$ cat src/rtl/uart_tx_arbiter.sv
// Round-robin arbiter sharing one UART TX core between NUM_REQ byte producers.
// One byte is buffered per producer; a start pulse is issued, then the busy handshake is tracked.

module uart_tx_arbiter_slot #(
    parameter int DATAWIDTH_BUS = 8
) (
    input  logic                     SLOT_CLOCK_50,
    input  logic                     SLOT_RESET_InHigh,
    input  logic                     newData,
    input  logic [DATAWIDTH_BUS-1:0] data,
    input  logic                     grantHit,
    input  logic                     clearFlags,
    output logic [DATAWIDTH_BUS-1:0] holding,
    output logic                     pending,
    output logic                     overrun
);

    // A strobe on the grant edge re-arms the slot; the granted byte has already left.
    always_ff @(posedge SLOT_CLOCK_50 or posedge SLOT_RESET_InHigh) begin
        if (SLOT_RESET_InHigh) begin
            holding <= '0;
            pending <= 1'b0;
            overrun <= 1'b0;
        end else begin
            if (newData) holding <= data;
            if (newData) pending <= 1'b1;
            else if (grantHit) pending <= 1'b0;
            if (newData && pending && !grantHit) overrun <= 1'b1;
            else if (clearFlags) overrun <= 1'b0;
        end
    end

endmodule

module uart_tx_arbiter #(
    parameter int DATAWIDTH_BUS = 8,
    parameter int NUM_REQ       = 2,
    parameter int REQ_IDX_SIZE  = 3,
    parameter int ACK_TIMEOUT   = 16
) (
    input  logic                             UART_TX_ARBITER_CLOCK_50,
    input  logic                             UART_TX_ARBITER_RESET_InHigh,
    input  logic [NUM_REQ-1:0]               UART_TX_ARBITER_newData_InHigh,
    input  logic [NUM_REQ*DATAWIDTH_BUS-1:0] UART_TX_ARBITER_data_In,
    input  logic                             UART_TX_ARBITER_txBusy_InHigh,
    input  logic                             UART_TX_ARBITER_clearFlags_InHigh,
    output logic                             UART_TX_ARBITER_txStart_Out,
    output logic [DATAWIDTH_BUS-1:0]         UART_TX_ARBITER_txData_Out,
    output logic [NUM_REQ-1:0]               UART_TX_ARBITER_grant_Out,
    output logic [NUM_REQ-1:0]               UART_TX_ARBITER_pending_Out,
    output logic [NUM_REQ-1:0]               UART_TX_ARBITER_overrun_Out,
    output logic                             UART_TX_ARBITER_timeout_Out
);

    localparam int STATE_SIZE = 2;
    localparam int CNT_SIZE   = $clog2(ACK_TIMEOUT);

    typedef enum logic [STATE_SIZE-1:0] {
        IDLE      = 2'd0,
        START     = 2'd1,
        WAIT_ACK  = 2'd2,
        WAIT_DONE = 2'd3
    } state_t;

    state_t                                 state, stateNext;
    logic [REQ_IDX_SIZE-1:0]                pointer, winner;
    logic [NUM_REQ-1:0]                     winOnehot, grantHit;
    logic [DATAWIDTH_BUS-1:0]               winData;
    logic [NUM_REQ-1:0][DATAWIDTH_BUS-1:0]  holding;
    logic [CNT_SIZE-1:0]                    ackCount;
    logic                                   anyPending, grantFire, timeoutSet;

    genvar g;
    generate
        for (g = 0; g < NUM_REQ; g++) begin : genSlot
            uart_tx_arbiter_slot #(.DATAWIDTH_BUS(DATAWIDTH_BUS)) slot (
                .SLOT_CLOCK_50     (UART_TX_ARBITER_CLOCK_50),
                .SLOT_RESET_InHigh (UART_TX_ARBITER_RESET_InHigh),
                .newData           (UART_TX_ARBITER_newData_InHigh[g]),
                .data              (UART_TX_ARBITER_data_In[g*DATAWIDTH_BUS +: DATAWIDTH_BUS]),
                .grantHit          (grantHit[g]),
                .clearFlags        (UART_TX_ARBITER_clearFlags_InHigh),
                .holding           (holding[g]),
                .pending           (UART_TX_ARBITER_pending_Out[g]),
                .overrun           (UART_TX_ARBITER_overrun_Out[g])
            );
        end
    endgenerate

    // Search outward from the pointer; offset k maps to index pointer+k, wrapped once.
    always_comb begin
        anyPending = 1'b0;
        winner     = '0;
        winOnehot  = '0;
        winData    = '0;
        for (int k = 0; k < NUM_REQ; k++) begin
            for (int i = 0; i < NUM_REQ; i++) begin
                if (!anyPending && UART_TX_ARBITER_pending_Out[i] &&
                    ((int'(pointer) + k == i) || (int'(pointer) + k - NUM_REQ == i))) begin
                    anyPending   = 1'b1;
                    winner       = REQ_IDX_SIZE'(i);
                    winOnehot[i] = 1'b1;
                    winData      = holding[i];
                end
            end
        end
    end

    assign grantFire = (state == IDLE) && anyPending && !UART_TX_ARBITER_txBusy_InHigh;
    assign grantHit  = grantFire ? winOnehot : '0;

    always_comb begin
        stateNext  = state;
        timeoutSet = 1'b0;
        case (state)
            IDLE:      if (grantFire) stateNext = START;
            START:     stateNext = WAIT_ACK;
            WAIT_ACK: begin
                if (UART_TX_ARBITER_txBusy_InHigh) begin
                    stateNext = WAIT_DONE;
                end else if (ackCount == CNT_SIZE'(ACK_TIMEOUT - 1)) begin
                    stateNext  = IDLE;
                    timeoutSet = 1'b1;
                end
            end
            WAIT_DONE: if (!UART_TX_ARBITER_txBusy_InHigh) stateNext = IDLE;
            default:   stateNext = IDLE;
        endcase
    end

    always_ff @(posedge UART_TX_ARBITER_CLOCK_50 or posedge UART_TX_ARBITER_RESET_InHigh) begin
        if (UART_TX_ARBITER_RESET_InHigh) state <= IDLE;
        else                              state <= stateNext;
    end

    // txStart is registered off the grant, so it is high exactly while the FSM sits in START.
    always_ff @(posedge UART_TX_ARBITER_CLOCK_50 or posedge UART_TX_ARBITER_RESET_InHigh) begin
        if (UART_TX_ARBITER_RESET_InHigh) begin
            pointer                     <= '0;
            ackCount                    <= '0;
            UART_TX_ARBITER_txStart_Out <= 1'b0;
            UART_TX_ARBITER_txData_Out  <= '0;
            UART_TX_ARBITER_grant_Out   <= '0;
            UART_TX_ARBITER_timeout_Out <= 1'b0;
        end else begin
            UART_TX_ARBITER_txStart_Out <= grantFire;
            if (grantFire) begin
                UART_TX_ARBITER_txData_Out <= winData;
                UART_TX_ARBITER_grant_Out  <= winOnehot;
                pointer <= (winner == REQ_IDX_SIZE'(NUM_REQ - 1)) ? '0 : winner + 1'b1;
            end
            if (state == START)         ackCount <= '0;
            else if (state == WAIT_ACK) ackCount <= ackCount + 1'b1;
            if (timeoutSet)                             UART_TX_ARBITER_timeout_Out <= 1'b1;
            else if (UART_TX_ARBITER_clearFlags_InHigh) UART_TX_ARBITER_timeout_Out <= 1'b0;
        end
    end

endmodule
$ cat config.mk
export PLATFORM = sky130hd
export DESIGN_NAME = uart_tx_arbiter
export DESIGN_NICKNAME = d
export VERILOG_FILES = /design/src/rtl/uart_tx_arbiter.sv
export SDC_FILE = /design/constraint.sdc
export NUM_CORES = 1
export LEC_CHECK = 0
export ABC_AREA = 0
export ABC_CLOCK_PERIOD_IN_PS = 2200
export CAP_MARGIN = 15
export CORE_ASPECT_RATIO = 1.25
export CORE_MARGIN = 5
export CORE_UTILIZATION = 39
export DETAILED_ROUTE_END_ITERATION = 8
export MAX_ROUTING_LAYER = met4
export PLACE_DENSITY = 0.69
export SYNTH_ARGS = -nofsm -noshare
export SYNTH_HDL_FRONTEND = slang
export SYNTH_HIERARCHICAL = 1
export SYNTH_SLANG_ARGS = --single-unit
$ cat constraint.sdc
create_clock -name UART_TX_ARBITER_CLOCK_50 -period 2.2 [get_ports UART_TX_ARBITER_CLOCK_50]
set_input_delay 0.22 -clock UART_TX_ARBITER_CLOCK_50 [delete_from_list [all_inputs] [get_ports UART_TX_ARBITER_CLOCK_50]]
set_output_delay 0.22 -clock UART_TX_ARBITER_CLOCK_50 [all_outputs]
set_load 0.05 [all_outputs]
# [Word-level counts from Yosys, hierarchy flattened]
# Index checks and enable logic that the tools add are counted.
[totals] regBits=41 inputBits=22 out_inout_bits=16 elab_cells=99
[classes] add_sub_neg=5 n_eq_ne=12 n_mux=34 n_reduce_logical=35
[op_table] cell="logical NOT 32 bit" n=4
[op_table] cell="equality test 32 x 2 -> 1 bit, second input constant" n=1
[op_table] cell="2-to-1 mux 8 bit" n=4
[op_table] cell="2-to-1 mux 1 bit" n=19
[op_table] cell="logical AND 1 bit" n=13
[op_table] cell="nonzero test 2 bit" n=6
[op_table] cell="2-to-1 mux 2 bit" n=5
[op_table] cell="2-to-1 mux 3 bit" n=3
[op_table] cell="2-to-1 mux 4 bit" n=2
[op_table] cell="case mux 2 bit (4 select lines)" n=1
[op_table] cell="logical NOT 1 bit" n=6
[op_table] cell="equality test 5 x 2 -> 1 bit, second input constant" n=1
[op_table] cell="subtractor 4 x 2 -> 5 bit, second input constant" n=1
[op_table] cell="adder 3 x 1 -> 4 bit, second input constant" n=1
[op_table] cell="adder 4 x 1 -> 4 bit, second input constant" n=1
[op_table] cell="equality test 2 bit, second input constant" n=2
[op_table] cell="equality test 4 x 2 -> 1 bit, second input constant" n=1
[op_table] cell="equality test 4 bit, second input constant" n=1
[op_table] cell="logical OR 1 bit" n=4
[op_table] cell="inequality test 2 bit, second input constant" n=2
[op_table] cell="subtractor 3 x 2 -> 4 bit, second input constant" n=1
[op_table] cell="adder 3 x 1 -> 3 bit, second input constant" n=1
[op_table] cell="equality test 3 x 1 -> 1 bit, second input constant" n=1
[op_table] cell="equality test 3 x 2 -> 1 bit, second input constant" n=1
[op_table] cell="4 further kinds" n=4

# [Longest topological paths before layout]
# Gate-level depths: netlist of the first run.
[logic_depth] ltp_word=23 mapped_depth=9 depth_no_buf=7

# [By module]
# Netlist of the first run, hierarchy kept.
[modules_own_cells] module="uart_tx_arbiter" n_inst=1 cells_per_inst=91 area_per_inst_um2=957.2 seq_area_each_um2=475.5
[modules_own_cells] module="uart_tx_arbiter_slot" n_inst=2 cells_per_inst=24 area_per_inst_um2=411.6 seq_area_each_um2=250.2

# [Worst setup path before layout of the first run]
# Ideal clock, no wire load.
[synth_path] kind="register to register" start="reg genSlot[1].slot.pending" end="reg UART_TX_ARBITER_txData_Out[1]" setup_time_ns=0.127 t_arrival_ns=1.657 required_ns=2.073 setup_slack_ns=0.416 stages_incl_launch_ff=7 path_buffers=2 period_less_slack_ns=1.784 path_cell_list="dfrtp_1 > nor2_2 > or2_1 > buf_6 > buf_6 > a222oi_1 > inv_1"
[synth_between] elab_chain_len=13 word_cells_on_any_way=16 classes_between="mux (6); reduce/logical (10)"
[synth_lines] element="start, declared" line_no="14" source="output logic pending,"
[synth_lines] element="start signal, assigned" line_no="22" source="pending <= 1'b0;"
[synth_lines] element="start signal, assigned" line_no="26" source="if (newData) pending <= 1'b1;"
[synth_lines] element="start signal, assigned" line_no="27" source="else if (grantHit) pending <= 1'b0;"
[synth_lines] element="logical AND 1 bit (2 in a row)" line_no="98" source="if (!anyPending && UART_TX_ARBITER_pending_Out[i] &&"
[synth_lines] element="2-to-1 mux 1 bit" line_no="98"
[synth_lines] element="logical NOT 1 bit" line_no="98"
[synth_lines] element="logical AND 1 bit (2 in a row)" line_no="98"
[synth_lines] element="2-to-1 mux 1 bit" line_no="98"
[synth_lines] element="logical NOT 1 bit" line_no="98"
[synth_lines] element="logical AND 1 bit (2 in a row)" line_no="98"
[synth_lines] element="2-to-1 mux 1 bit" line_no="98"
[synth_lines] element="logical AND 1 bit (2 in a row)" line_no="109" source="assign grantFire = (state == IDLE) && anyPending && !UART_TX_ARBITER_txBusy_InHigh;"
[synth_lines] element="end signal, assigned" line_no="148" source="UART_TX_ARBITER_txData_Out <= winData;"
[synth_lines] element="end, declared" line_no="48" source="output logic [DATAWIDTH_BUS-1:0] UART_TX_ARBITER_txData_Out,"
# Parallel ways exist; a longest one is shown, timed or not.
# A chain may end at the register's enable or synchronous reset.

# [Worst setup path in the final report of the first run]
[layout_path] start="reg genSlot[1].slot.pending" end="out UART_TX_ARBITER_pending_Out[1]"
[layout_rtl] element="end, declared" line_no="50" source="output logic [NUM_REQ-1:0] UART_TX_ARBITER_pending_Out,"
# No word-level cell between the ends.

==> results of run 1 <==
[worst max path at each step]
stage,to,slack [ps],cells past startpoint
global placement,UART_TX_ARBITER_txData_Out[5],400,5
CTS,UART_TX_ARBITER_pending_Out[1],290,1
global route,UART_TX_ARBITER_txData_Out[3],110,6
floorplan,UART_TX_ARBITER_txData_Out[1],420,6
finish,UART_TX_ARBITER_pending_Out[1],300,1
detailed placement,UART_TX_ARBITER_txData_Out[2],340,5
[cells by family after synthesis]
| group | after synthesis | share of synthesized area |
|---|---|---|
| flops | 39 | 0.5481 |
| compound gates | 28 | 0.1209 |
| buf+inv | 24 | 0.06816 |
| simple gates | 23 | 0.06746 |
| mux | 19 | 0.1532 |
| fa+ha+maj | 6 | 0.04216 |
[layout by cell type (no fill, tap or decap)]
cell             instances
a21boi_0                 1
dfrtp_1                 39
and4b_2                  1
nand3_1                  1
a32oi_1                  3
or2_1                    1
and2b_1                  2
and3_1                   2
a22oi_1                  1
a32o_1                   3
mux2_4                  16
nor2_2                   1
a21o_2                   4
clkbuf_8                 7
ha_1                     6
clkdlybuf4s50_1         37
nand2b_1                 3
o22ai_1                  3
mux2i_1                  1
clkbuf_1                 1
mux2_2                   2
nor2_1                   4
a21oi_1                  1
o21ai_0                  7
a222oi_1                 5
inv_1                   18
nand2_1                  8
[metal layers]
metal  routed length, um  vias to the layer above  part of all wire  track usage
met5                   0                        -                 0            -
met4                 109                        0             0.028      0.08014
met3                 168                       11             0.043      0.02931
met2                2201                       38              0.56       0.2581
met1                1425                      593              0.36       0.1526
li1                    -                      561                 -            -
[synth_stat cells]
cell type | count | area, sq um
nand2_1 | 8 | 30.03
or2_1 | 1 | 6.260
and3_1 | 2 | 12.51
nand2b_1 | 3 | 18.77
nor2_2 | 1 | 6.260
a32oi_1 | 3 | 26.28
a21o_2 | 4 | 35.03
a32o_1 | 3 | 30.03
a222oi_1 | 5 | 50.05
a21boi_0 | 1 | 7.510
nor2_1 | 4 | 15.01
clkbuf_1 | 1 | 3.750
nand3_1 | 1 | 5.000
buf_2 | 1 | 5.000
mux2_2 | 2 | 22.52
a21oi_1 | 1 | 5.000
buf_6 | 4 | 45.04
and2b_1 | 2 | 15.01
and4b_2 | 1 | 11.26
dfrtp_1 | 39 | 975.9
a22oi_1 | 1 | 7.510
mux2i_1 | 1 | 10.01
o21ai_0 | 7 | 35.03
mux2_4 | 16 | 240.2
o22ai_1 | 3 | 18.77
inv_1 | 18 | 67.56
ha_1 | 6 | 75.07
[area by class of cell]
type / count / share of cell area
timing repair buffer: 37 / 0.1632
clock buffer: 8 / 0.04410
sequential: 39 / 0.4300
inverter: 18 / 0.02977
multi-input combinational: 76 / 0.3010
tap: 58 / 0.03197
[through the flow]
| stage | cell area [sq um] | power (uW) |
|---|---|---|
| floorplan | 1780 | 2046 |
| global placement | 2170 | 2387 |
| detailed placement | 2170 | 2468 |
| CTS | 2270 | 2991 |
| global route | 2270 | 3153 |
| finish | 2270 | 2966 |
[state kept, by name (all words and copies together) (netlist names)]
signal	count
state	2
genSlot.slot/overrun	2
UART_TX_ARBITER_txStart_Out	1
ackCount	4
UART_TX_ARBITER_grant_Out	2
UART_TX_ARBITER_timeout_Out	1
UART_TX_ARBITER_txData_Out	8
genSlot.slot/holding	16
genSlot.slot/pending	2
pointer	1
[power by group]
| part | switching [uW] | internal [uW] |
|---|---|---|
| Sequential | 170 | 927 |
| Clock | 226 | 286 |
| Combinational | 813 | 543 |
==> flow_summary.ini, run 1 <==
[critical_path]
startpoint = genSlot[1].slot/pending
crit_arrival_ps = 1680
slowest_stage = clkdlybuf4s50_1
cp-end-kind = primary output
cp_top_family = buffers and inverters
r2r-end = UART_TX_ARBITER_txData_Out[3]
path_class = reg -> out
path_buf_inv = 1
reg2reg_from = state[0]
cp-start-kind = flip-flop
critPathMaxStageDelay_ps = 870
rr_worst_depth = 6
rrSetupSlack_ps = 340
crit_required_ps = 1980
path_cells = clkdlybuf4s50_1
cp_max_fo = 9

[floorplan]
core_area_sq_mm = 0.004425
ios = 38
die_x_um = 70.44
row_count = 27
die_h_um = 85.54
initial_core_util = 0.4023
dieArea_sq_mm = 0.006025

[sta]
tightest_slew_ps = 742.7
setup_tns_ps = 0
setup_viol = 0
finalMaxSlewViolations = 0
fmax_mhz = 525.6
rsz0062_at_grt = false
skew_ps = 5.257
hold_viol_final = 0
whs_ps = 265.8
min_period_over_period = 0.8648
min_period_ps = 1903
fin_ws_ps = 297.4
slew_headroom = 0.5043

[cts]
clockBufferDepth = 2
postCtsSetupBuffers = 0
cts_tree = yes
ctsHoldBuffers = 0
clk_latency_ps = 280
htree_levels = 2
numCtsBuffers = 5
cts_resized = 0
clk_pin_slew_worst_paths_ps = 70
cts_root_buffer = clkbuf_8
clock_sinks = 39

[synthesis]
synth_nets = 167
yosysSeqAreaShare = 0.5481
syn_inst = 139
syn_avg_cell_area_sq_um = 12.81
synth-seq-cells = 39
synthDistinctLibCells = 27
ys_warn_count = 6
syn-cell-area_sq_mm = 0.001780

[detailed_routing]
detail_route.drc_violations = 0
vias = 1203
wl_per_cell_um = 16.55
postRouteAntennaNets = 0
drt_iter0_markers = 67
detail_route.first_pass.iterations = 4
wl_mm = 3.905
via_per_inst = 5.097

[placed_design]
dp_hpwl_mm = 3.058
port_buffers = 37
dp_cells = 228
place_congestion = 0.8168
post-place-ws_ps = 342.8

[job]
cap_violations = 0

[finish]
multiInputGateArea_sq_um = 683.2
layout.nets = 205
n_antenna_cell = 0
drive_above_1_share = 0.1742
n_fill_cell = 400
regArea_sq_um = 975.9
final_util = 0.5129
fin_cells = 236
syn_to_final_growth_pct = 27.48

[pwr]
p_per_area_mw_per_mm2 = 1307
ir_worst_vdd_v = 0.0005733
p_leak_uw = 0.001061

[grt]
overflow = 0
grt_max_degree = 20
antenna_found_initial = 0
grt_usage = 0.1468
grt_pass1_wl_mm = 6.589
grt_pass1_vias = 1344

[run_status]
status = completed

[min_path]
min_path_type = in -> async
Power figures use the tool's default switching activity.
==> run 2: changes to the inputs <==
Settings changed: PLACE_DENSITY 0.69 to 0.63.
==> flow_summary.ini, run 2 (synthesis results as in run 1) <==
[sta]
rsz0062_at_grt = false
tightest_slew_ps = 722.0
min_period_ps = 1915
hold_viol_final = 0
whs_ps = 269.0
finalMaxSlewViolations = 0
slew_headroom = 0.5182
skew_ps = 6.398
fmax_mhz = 522.1
setup_viol = 0
min_period_over_period = 0.8705
setup_tns_ps = 0

[floorplan]
dieArea_sq_mm = 0.006025
initial_core_util = 0.4023
row_count = 27
die_h_um = 85.54
die_x_um = 70.44
core_area_sq_mm = 0.004425
ios = 38

[detailed_routing]
postRouteAntennaNets = 0
wl_per_cell_um = 16.00
detail_route.drc_violations = 0
via_per_inst = 5.042
detail_route.first_pass.iterations = 7
vias = 1190
wl_mm = 3.776
drt_iter0_markers = 77

[finish]
reg_top3 = genSlot.slot/holding (16), UART_TX_ARBITER_txData_Out (8), ackCount (4)
layout_common_cells = 39 x dfrtp_1, 37 x clkdlybuf4s50_1, 18 x inv_1
n_fill_cell = 402
final_common_cell = dfrtp_1
final_util = 0.5095
largest_reg_flops = 16
layout.nets = 205
top_register = genSlot.slot/holding
n_antenna_cell = 0
syn_to_final_growth_pct = 26.63
drive_above_1_share = 0.1742

[critical_path]
crit_arrival_ps = 1700
slowest_stage = clkdlybuf4s50_1
path_buf_inv = 1
path_cells = clkdlybuf4s50_1
crit_required_ps = 1980
cp_top_family = buffers and inverters
critPathMaxStageDelay_ps = 880
path_class = reg -> out
r2r-end = UART_TX_ARBITER_txData_Out[2]
cp-end-kind = primary output
rrSetupSlack_ps = 300
cp_max_fo = 9
reg2reg_from = state[0]
cp-start-kind = flip-flop
rr_worst_depth = 6

[run_status]
status = completed

[grt]
grt_pass1_vias = 1322
antenna_found_initial = 0
grt_pass1_wl_mm = 6.382
overflow = 0
grt_usage = 0.1393
grt_max_degree = 20

[job]
cap_violations = 0

[placed_design]
place_congestion = 0.7198
dp_hpwl_mm = 2.934
port_buffers = 37

[pwr]
power.switching_uw = 1204
p_leak_uw = 0.001051
report.power.total_uw = 2895
internal_power_uw = 1690
pwr-share-seq = 0.377
pwr-share-clk = 0.158
ir_worst_vdd_v = 0.0008211
switching_share = 0.4161
p_per_area_mw_per_mm2 = 1284
p_comb_frac = 0.464

[cts]
postCtsSetupBuffers = 0
cts_resized = 0
ctsHoldBuffers = 0
numCtsBuffers = 5
cts_root_buffer = clkbuf_8
htree_levels = 2
clockBufferDepth = 2
clock_sinks = 39
clk_pin_slew_worst_paths_ps = 70
cts_tree = yes
clk_latency_ps = 290

[min_path]
min_path_type = in -> async
run 2: cell count changes in the layout (fill, tap and decap cells not counted):
cell        before  now
clkinv_2         0    1
clkbuf_8         7    5
clkinvlp_4       0    1
run 2: through the flow:
step	setup slack (ps)	cell area [sq um]	instances
floorplan	415.9	1780	139
global placement	394.4	2170	228
detailed placement	280.4	2170	228
CTS	285.3	2255	236
global route	165.4	2255	236
finish	284.8	2255	236
run 2: area by class of cell:
| class | instances | area, sq um | share of cell area |
|---|---|---|---|
| flip-flops and latches | 39 | 975.9 | 0.4329 |
| clock inverters | 2 | 12.51 | 0.005549 |
| multi-input cells | 76 | 683.2 | 0.3030 |
| repair buffers | 37 | 370.4 | 0.1643 |
| well taps | 58 | 72.57 | 0.03219 |
| inverters | 18 | 67.56 | 0.02997 |
| clock buffers | 6 | 72.57 | 0.03219 |
run 2: power groups by stage:
stage,clock network (uW),registers (uW),logic [uW]
2_1_floorplan,0,1440,605
3_3_place_gp,0,1090,1310
3_5_place_dp,0,1100,1360
4_1_cts,473,1090,1360
5_1_grt,506,1120,1460
6_report,458,1090,1340
run 2: per-layer routing:
metal  up-vias  part of all wire  global-route usage
li1        559                 -                   -
met1       594              0.42              0.1642
met2        33              0.54              0.2368
met3         4             0.031             0.02696
met4         0            0.0090             0.04878
met5         -                 0                   -
run 2: worst max-delay path by stage:
stage,from,to,cells past startpoint
6_report,genSlot[1].slot/pending,UART_TX_ARBITER_pending_Out[1],1
3_3_place_gp,UART_TX_ARBITER_txBusy_InHigh,UART_TX_ARBITER_txData_Out[1],5
4_1_cts,genSlot[1].slot/pending,UART_TX_ARBITER_pending_Out[1],1
2_1_floorplan,genSlot[1].slot/pending,UART_TX_ARBITER_txData_Out[1],6
3_5_place_dp,UART_TX_ARBITER_txBusy_InHigh,UART_TX_ARBITER_txData_Out[5],5
5_1_grt,state[0],UART_TX_ARBITER_txData_Out[2],6
